<file path="src/rtl/bit_ser_pkg.sv">
// Shared definitions for the bit-serial adder controller.
//   state_e       : controller FSM state encoding
//   DEFAULT_WIDTH : default operand/result width
//   maj3          : full-adder carry (majority of three)
package bit_ser_pkg;

  localparam int unsigned DEFAULT_WIDTH = 8;

  typedef enum logic [1:0] {
    ST_IDLE  = 2'd0,
    ST_SHIFT = 2'd1,
    ST_DONE  = 2'd2
  } state_e;

  function automatic logic maj3(input logic x, input logic y, input logic z);
    return (x & y) | (x & z) | (y & z);
  endfunction

endpackage

</file>
<file path="src/rtl/bit_ser_add_ctrl_if.sv">
// Host-side bus of the bit-serial adder controller.
//   start/sub/a_in/b_in : request and operands (host -> controller)
//   busy/done/sum/cout  : status and registered result (controller -> host)
//   serial_result       : sum bit being produced this cycle
// Modports: master = host, slave = controller.
interface bit_ser_add_ctrl_if
  import bit_ser_pkg::*;
#(
  parameter int unsigned WIDTH = DEFAULT_WIDTH
);

  logic             start;
  logic             sub;
  logic [WIDTH-1:0] a_in;
  logic [WIDTH-1:0] b_in;
  logic             busy;
  logic             done;
  logic [WIDTH-1:0] sum;
  logic             cout;
  logic             serial_result;

  modport master (
    output start, sub, a_in, b_in,
    input  busy, done, sum, cout, serial_result
  );

  modport slave (
    input  start, sub, a_in, b_in,
    output busy, done, sum, cout, serial_result
  );

endinterface

</file>
<file path="src/rtl/bit_serial_fa.sv">
// Single full-adder cell with a carry flop.
//   clk, clr_n : clock, async active-low clear of the carry
//   load       : synchronous load of load_val into the carry (has priority)
//   en         : advance the carry to this bit's carry-out
//   a, b       : operand bits
//   s          : combinational sum bit
//   carry_q    : registered carry
module bit_serial_fa
  import bit_ser_pkg::*;
(
  input  logic clk,
  input  logic clr_n,
  input  logic load,
  input  logic load_val,
  input  logic en,
  input  logic a,
  input  logic b,
  output logic s,
  output logic carry_q
);

  assign s = a ^ b ^ carry_q;

  always_ff @(posedge clk or negedge clr_n) begin
    if (!clr_n) begin
      carry_q <= 1'b0;
    end else if (load) begin
      carry_q <= load_val;
    end else if (en) begin
      carry_q <= maj3(a, b, carry_q);
    end
  end

endmodule

</file>
<file path="src/rtl/bit_ser_add_ctrl.sv">
// Bit-serial add/subtract controller. Captures two parallel operands on start,
// feeds them LSB-first through one full-adder cell, reassembles the sum and
// pulses done for one cycle.
//   clk, clr_n : clock, async active-low reset
//   bus        : host bus (slave side), see bit_ser_add_ctrl_if
// Subtraction is A + ~B + 1: B is inverted at capture and the carry preset to 1.
module bit_ser_add_ctrl
  import bit_ser_pkg::*;
#(
  parameter int unsigned WIDTH = DEFAULT_WIDTH
) (
  input  logic                clk,
  input  logic                clr_n,
  bit_ser_add_ctrl_if.slave   bus
);

  localparam int unsigned     CntW    = $clog2(WIDTH + 1);
  localparam logic [CntW-1:0] LastCnt = CntW'(WIDTH - 1);

  state_e            state_q;
  logic [WIDTH-1:0]  sh_a_q;
  logic [WIDTH-1:0]  sh_b_q;
  logic [WIDTH-1:0]  sum_sh_q;
  logic [WIDTH-1:0]  sum_q;
  logic [CntW-1:0]   cnt_q;
  logic              busy_q;
  logic              done_q;
  logic              cout_q;

  logic              fa_load;
  logic              fa_en;
  logic              fa_s;
  logic              carry_q;

  assign fa_load = (state_q == ST_IDLE) && bus.start;
  assign fa_en   = (state_q == ST_SHIFT);

  bit_serial_fa u_fa (
    .clk      (clk),
    .clr_n    (clr_n),
    .load     (fa_load),
    .load_val (bus.sub),
    .en       (fa_en),
    .a        (sh_a_q[0]),
    .b        (sh_b_q[0]),
    .s        (fa_s),
    .carry_q  (carry_q)
  );

  always_ff @(posedge clk or negedge clr_n) begin
    if (!clr_n) begin
      state_q  <= ST_IDLE;
      sh_a_q   <= '0;
      sh_b_q   <= '0;
      sum_sh_q <= '0;
      sum_q    <= '0;
      cnt_q    <= '0;
      busy_q   <= 1'b0;
      done_q   <= 1'b0;
      cout_q   <= 1'b0;
    end else begin
      unique case (state_q)
        ST_IDLE: begin
          if (bus.start) begin
            sh_a_q  <= bus.a_in;
            sh_b_q  <= bus.sub ? ~bus.b_in : bus.b_in;
            cnt_q   <= '0;
            busy_q  <= 1'b1;
            state_q <= ST_SHIFT;
          end
        end
        ST_SHIFT: begin
          sh_a_q   <= {1'b0, sh_a_q[WIDTH-1:1]};
          sh_b_q   <= {1'b0, sh_b_q[WIDTH-1:1]};
          sum_sh_q <= {fa_s, sum_sh_q[WIDTH-1:1]};
          cnt_q    <= cnt_q + CntW'(1);
          if (cnt_q == LastCnt) begin
            // Final bit: publish the word including this cycle's sum bit.
            sum_q   <= {fa_s, sum_sh_q[WIDTH-1:1]};
            cout_q  <= maj3(sh_a_q[0], sh_b_q[0], carry_q);
            done_q  <= 1'b1;
            state_q <= ST_DONE;
          end
        end
        ST_DONE: begin
          done_q  <= 1'b0;
          busy_q  <= 1'b0;
          state_q <= ST_IDLE;
        end
        default: begin
          done_q  <= 1'b0;
          busy_q  <= 1'b0;
          state_q <= ST_IDLE;
        end
      endcase
    end
  end

  assign bus.busy          = busy_q;
  assign bus.done          = done_q;
  assign bus.sum           = sum_q;
  assign bus.cout          = cout_q;
  assign bus.serial_result = (state_q == ST_SHIFT) & fa_s;

endmodule

</file>
<file path="src/flat_wrapper.sv">
// flat-port wrapper written by rule: the top's interface ports become plain ports
module bit_ser_add_ctrl_flat import bit_ser_pkg::*;
#(
  parameter int unsigned WIDTH = DEFAULT_WIDTH
)
  (clk, clr_n, bus_start, bus_sub, bus_a_in, bus_b_in, bus_busy, bus_done, bus_sum, bus_cout, bus_serial_result);
  bit_ser_add_ctrl_if #(.WIDTH(WIDTH)) bus_i ();
  input  logic clk;
  input  logic clr_n;
  input wire logic [$bits(bus_i.start)-1:0] bus_start;
  input wire logic [$bits(bus_i.sub)-1:0] bus_sub;
  input wire logic [$bits(bus_i.a_in)-1:0] bus_a_in;
  input wire logic [$bits(bus_i.b_in)-1:0] bus_b_in;
  output wire logic [$bits(bus_i.busy)-1:0] bus_busy;
  output wire logic [$bits(bus_i.done)-1:0] bus_done;
  output wire logic [$bits(bus_i.sum)-1:0] bus_sum;
  output wire logic [$bits(bus_i.cout)-1:0] bus_cout;
  output wire logic [$bits(bus_i.serial_result)-1:0] bus_serial_result;
  assign bus_i.start = bus_start;
  assign bus_i.sub = bus_sub;
  assign bus_i.a_in = bus_a_in;
  assign bus_i.b_in = bus_b_in;
  assign bus_busy = bus_i.busy;
  assign bus_done = bus_i.done;
  assign bus_sum = bus_i.sum;
  assign bus_cout = bus_i.cout;
  assign bus_serial_result = bus_i.serial_result;
  bit_ser_add_ctrl #(.WIDTH(WIDTH)) u_core (.clk(clk), .clr_n(clr_n), .bus(bus_i));
endmodule
</file>
<file path="config.mk">
export PLATFORM = sky130hd
export DESIGN_NAME = bit_ser_add_ctrl_flat
export DESIGN_NICKNAME = d
export VERILOG_FILES = /design/src/rtl/bit_ser_pkg.sv /design/src/rtl/bit_ser_add_ctrl_if.sv /design/src/rtl/bit_serial_fa.sv /design/src/rtl/bit_ser_add_ctrl.sv /design/src/flat_wrapper.sv
export SDC_FILE = /design/constraint.sdc
export NUM_CORES = 1
export LEC_CHECK = 0
export ABC_CLOCK_PERIOD_IN_PS = 1700
export BUFFER_PORTS_ARGS = -buffer_cell sky130_fd_sc_hd__buf_2
export CAP_MARGIN = 30
export CORE_AREA = 4 4 69 71
export DETAILED_ROUTE_END_ITERATION = 7
export DIE_AREA = 0 0 73 75
export PLACE_DENSITY = 0.61
export SLEW_MARGIN = 20
export SYNTH_ARGS = -nofsm -noshare
export SYNTH_HDL_FRONTEND = slang
export SYNTH_SLANG_ARGS = --single-unit
</file>
<file path="constraint.sdc">
create_clock -name clk -period 1.7 [get_ports clk]
set_input_delay 0.085 -clock clk [delete_from_list [all_inputs] [get_ports clk]]
set_output_delay 0.085 -clock clk [all_outputs]
set_load 0.03 [all_outputs]
</file>
After elaboration in Yosys (flattened, before gate mapping)
Cells that the tools add are included.
{"block": "totals", "inputBits": 20, "word_cells": 51, "output_inout_bits": 12, "ff_bits": 42}
{"block": "classes", "bitwise": 11, "n_reduce_logical": 9, "addsub": 1, "n_mux": 16, "eq_ne": 4}
{"op": "one-hot mux 8 bit (2 select lines)", "count": 2}
{"op": "2-to-1 mux 8 bit", "count": 3}
{"op": "AND reduction 2 bit", "count": 5}
{"op": "inverter 8 bit", "count": 1}
{"op": "one-hot mux 4 bit (2 select lines)", "count": 1}
{"op": "adder 4 x 1 -> 4 bit, second input constant", "count": 1}
{"op": "bitwise AND 1 bit", "count": 4}
{"op": "== test 4 x 3 -> 1 bit, second input constant", "count": 1}
{"op": "2-to-1 mux 1 bit", "count": 4}
{"op": "2-to-1 mux 2 bit", "count": 2}
{"op": "2-to-1 mux 4 bit", "count": 1}
{"op": "inequality test 2 bit, second input constant", "count": 2}
{"op": "one-hot mux 1 bit (2 select lines)", "count": 2}
{"op": "one-hot mux 2 bit (2 select lines)", "count": 1}
{"op": "nonzero test 2 bit", "count": 2}
{"op": "== test 2 x 1 -> 1 bit, second input constant", "count": 1}
{"op": "zero test 2 bit", "count": 1}
{"op": "inverter 1 bit", "count": 2}
{"op": "bitwise OR 1 bit", "count": 2}
{"op": "XOR 1 bit", "count": 2}
{"op": "logical AND 1 bit", "count": 1}

Depth between registers and ports, before layout
{"block": "depth", "ltp_word": 5, "depth_mapped": 5}

Modules after synthesis
Synthesis repeated with hierarchy kept, for this count alone.
{"block": "hier_totals", "hier_cells": 163, "hier_area_um2": 1841.8}
{"module": "bit_ser_add_ctrl", "n_inst": 1, "cells_per_inst": 158, "seq_area_each_um2": 1001.0, "area_each_um2": 1778.0}
{"module": "bit_serial_fa", "n_inst": 1, "cells_per_inst": 5, "seq_area_each_um2": 25.0, "area_each_um2": 63.8}

Worst setup path after synthesis
Ideal clock, no wire load.
{"block": "synth_timing", "path_kind": "register -> register", "start": "register u_core.sh_a_q[0]", "end": "register u_core.sum_sh_q[7]", "t_required_ps": 1582, "setup_slack_ps": 294, "setup_ps": 118, "t_arrival_ps": 1288, "synth_period_minus_slack_ps": 1406, "path_stages_with_launch": 4, "cell_sequence": "dfrtp_1 > fa_1 > and2_1 > a21o_1"}
{"block": "synth_between", "elab_chain_len": 2}
{"item": "start, declared", "line_no": "bit_ser_add_ctrl.sv:21", "rtl": "logic [WIDTH-1:0] sh_a_q;"}
{"item": "start signal, assigned", "line_no": "bit_ser_add_ctrl.sv:65", "rtl": "sh_a_q <= bus.a_in;"}
{"item": "start signal, assigned", "line_no": "bit_ser_add_ctrl.sv:73", "rtl": "sh_a_q <= {1'b0, sh_a_q[WIDTH-1:1]};"}
{"item": "XOR 1 bit (2 in series)", "line_no": "bit_serial_fa.sv:22", "rtl": "assign s = a ^ b ^ carry_q;"}
{"item": "via u_core.fa_s", "line_no": "bit_ser_add_ctrl.sv:32", "rtl": "logic fa_s;"}
{"item": "end signal, assigned", "line_no": "bit_ser_add_ctrl.sv:75", "rtl": "sum_sh_q <= {fa_s, sum_sh_q[WIDTH-1:1]};"}
{"item": "end, declared", "line_no": "bit_ser_add_ctrl.sv:23", "rtl": "logic [WIDTH-1:0] sum_sh_q;"}
The timed path passes the listed nets, and every way through them passes these cells.
A chain may end at the register's enable or synchronous reset.

Worst setup path in the final report
{"block": "layout_timing", "start": "register u_core.sh_a_q[0]", "end": "output port bus_serial_result"}
{"block": "layout_between", "elab_chain_len": 3}
{"item": "XOR 1 bit (2 in series)", "line_no": "bit_serial_fa.sv:22"}
{"item": "via u_core.fa_s", "line_no": "bit_ser_add_ctrl.sv:32"}
{"item": "bitwise AND 1 bit", "line_no": "bit_ser_add_ctrl.sv:103", "rtl": "assign bus.serial_result = (state_q == ST_SHIFT) & fa_s;"}
{"item": "end, declared", "line_no": "flat_wrapper.sv:18", "rtl": "output wire logic [$bits(bus_i.serial_result)-1:0] bus_serial_result;"}
The timed path passes the listed nets, and every way through them passes these cells.

==> results.sh <==
export IMPL_dr_pass1_iters=4
export IMPL_path_class="reg -> out"
export IMPL_grt_pass1_vias=1268
export IMPL_root_buffer="clkbuf_8"
export IMPL_synth_top_area_cell="dfrtp_1"
export IMPL_dp_hpwl_microns=2510
export IMPL_synth_warning_count=0
export IMPL_numPortBuffers=31
export IMPL_status="complete, no violations"
export IMPL_crit_path_start_kind="flip-flop"
export IMPL_grt_start_max_net_pins=42
export IMPL_synth_top_area_share_pct=56.9
export IMPL_syn_inst=159
export IMPL_post_route_period_util_pct=95.8
export IMPL_p_sw_share_pct=37.5
export IMPL_combPwrFrac_pct=41.5
export IMPL_grt_ovfl_total=0
export IMPL_grt_setup_unrepaired="no"
export IMPL_power_frac_seq_pct=41.5
export IMPL_max_slew_margin_rel_pct=70.6
export IMPL_via_per_inst=5.14
export IMPL_yosysSeqAreaShare_pct=56.9
export IMPL_end_kind="output port"
export IMPL_ir_drop_v=0.000538
export IMPL_setup_violations=0
export IMPL_antenna_cells=0
export IMPL_clk_pin_slew_ps=70
export IMPL_tns_ps=0
export IMPL_chipHeight_microns=75
export IMPL_syn_area_per_cell_sq_um=11.3
export IMPL_drv_slew=0
export IMPL_r2r_slack_ps=210
export IMPL_grtUsageTotal_pct=13.9
export IMPL_synth_top_flop_cell="dfrtp_1"
export IMPL_path_max_fanout=2
export IMPL_area_growth_pct=19.3
export IMPL_drtIter0Drc=99
export IMPL_async_flop_share_pct=100
export IMPL_ant_nets=0
export IMPL_post_drt_wl_per_cell_microns=13.7
export IMPL_fmax_ghz=0.614
export IMPL_die_area_sq_um=5480
export IMPL_drt_total_wl_microns=3440
export IMPL_syn_area_sq_um=1800
export IMPL_cts_sinks=41
export IMPL_initial_utilization_pct=42.6
export IMPL_min_period_ps=1630
export IMPL_power_density_nw_per_um2=1850
export IMPL_layout_setup_ws_ps=71.2
export IMPL_insertion_delay_ps=280
export IMPL_cts_tree="built"
export IMPL_skew_ps=4.27
export IMPL_antenna_found_initial=0
export IMPL_yosys_cell_types_count=31
export IMPL_core_region_area_sq_um=4230
export IMPL_syn_num_nets=181
export IMPL_hold_class="in -> reg"
export IMPL_dp_slack_ps=214
export IMPL_drive_gt1_share_pct=32.8
export IMPL_cp_required_ps=1620
export IMPL_cts_made_buffers=5
export IMPL_clockBufferDepth=2
export IMPL_clockPowerShare_pct=17.0
export IMPL_intPower_uw=2480
export IMPL_row_count=24
export IMPL_place_congestion=0.780
export IMPL_p_leak_uw=0.00106
export IMPL_grt_pass1_wl_microns=5900
export IMPL_die_w_microns=73
export IMPL_hold_viol=0
export IMPL_drc=0
export IMPL_crit_arrival_ps=1540
export IMPL_synth_edf_count=0
export IMPL_drv_cap=0
export IMPL_vias=1284
export IMPL_nNetsFinal=219
export IMPL_synth_seq_cells=41
export IMPL_h_tree_depth=2
export IMPL_synthTopCellsByArea="dfrtp_1 (57%), nand2_1 (6.3%), mux2_2 (5.6%)"
export IMPL_io_pins=32
export IMPL_p_sw_uw=1490
export IMPL_tightest_slew_ps=439
## flip-flops by register name (all words and copies together), names as in the netlist
register / count
u_core.bus.done: 1
u_core.bus.cout: 1
u_core.sh_b_q: 8
u_core.sum_sh_q: 7
u_core.sh_a_q: 8
u_core.state_q: 2
u_core.cnt_q: 4
u_core.bus.sum: 8
u_core.u_fa.carry_q: 1
u_core.bus.busy: 1
## path summary, 6_finish.rpt
path	start	endpoint	depth (start not counted)
min in group asynchronous	clr_n	u_core.sh_a_q[3]$_DFFE_PN0P_	3
worst max-delay path	u_core.sh_a_q[0]$_DFFE_PN0P_	bus_serial_result	3
worst min-delay path	bus_a_in[7]	u_core.sh_a_q[7]$_DFFE_PN0P_	3
worst max register to register	u_core.state_q[1]$_DFFE_PN0P_	u_core.bus.sum[4]$_DFFE_PN0P_	4
worst min register to register	u_core.sum_sh_q[1]$_DFFE_PN0P_	u_core.sum_sh_q[1]$_DFFE_PN0P_	2
max in group asynchronous	clr_n	u_core.sh_b_q[7]$_DFFE_PN0P_	3
## layout by cell type, fill, tap and decap left out, types with 2 or more instances in the layout
cell type / netlist / layout
o21ai_0: 13 / 13
clkbuf_8: 0 / 7
xnor2_1: 8 / 8
a21o_1: 2 / 2
inv_1: 3 / 3
dfrtp_1: 41 / 41
a22oi_1: 4 / 4
and3b_1: 3 / 3
a221o_2: 3 / 3
mux2_2: 9 / 9
a221o_1: 5 / 5
buf_4: 1 / 7
nor2_1: 7 / 7
nand3_1: 4 / 4
nand2_1: 30 / 30
a21oi_1: 5 / 5
buf_2: 4 / 30
## per-layer routing
layer | part of all wire (%) | GRT usage, % | up-vias
met5 | 0 | 0 | -
met4 | 0.99 | 3.69 | 0
met2 | 49 | 23.1 | 39
met1 | 45 | 18.1 | 617
li1 | - | - | 624
met3 | 5.3 | 3.74 | 4
## Yosys cell counts (all sizes together) (2+ instances only)
cell type / n
a21o: 2
a21oi: 5
a221o: 8
a22oi: 4
and3b: 3
buf: 8
dfrtp: 41
inv: 3
mux2: 9
nand2: 30
nand3: 4
nor2: 7
o21ai: 13
xnor2: 8
## worst max-delay path, cell delays in order (launching register included)
cell and delay [ps]:
dfrtp_1 410, fa_1 560, and2_4 160, buf_6 130
## layout make-up
type	count	area, sq um
fill	380	2080
inverter	3	11.3
clock buffer	7	96.3
multi-input combinational	106	702
clock inverter	1	5.00
timing repair buffer	40	244
sequential	41	1030
tap	52	65.1
## power by group through the flow
stage | clock (uW) | combinational, uW | sequential (uW)
CTS | 700 | 1680 | 1650
global placement | 0 | 1570 | 1660
finish | 676 | 1650 | 1650
detailed placement | 0 | 1620 | 1660
floorplan | 0 | 975 | 1840
global route | 750 | 1830 | 1690
## repair_timing
action	4_1_cts	5_1_grt
setup buffers	0	0
hold buffers	1	0
resized for setup	3	0
setup endpoints to repair	1	0
endpoints found under the hold margin	41	0
## metrics by stage
| stage | instances | cell area, sq um | utilization [%] | power, uW | hold WS [ps] |
|---|---|---|---|---|---|
| floorplan | 159 | 1800 | - | 2810 | -211 |
| global placement | 241 | 2030 | 47.9 | 3230 | 69.4 |
| detailed placement | 241 | 2030 | 47.9 | 3280 | 72.3 |
| CTS | 250 | 2150 | 50.8 | 4030 | 78.0 |
| global route | 250 | 2150 | 50.8 | 4270 | 105 |
| finish | 250 | 2150 | 50.8 | 3970 | 73.5 |
## logic make-up after synthesis
logic type,Yosys count,share of synthesized area (%)
xor+xnor,8,3.89
compound gates,35,13.7
mux,9,5.63
fa+ha+maj,2,1.81
flops,41,56.9
buf+inv,12,4.24
simple gates,52,13.8
Note: power is estimated with default switching activity, not from simulation.
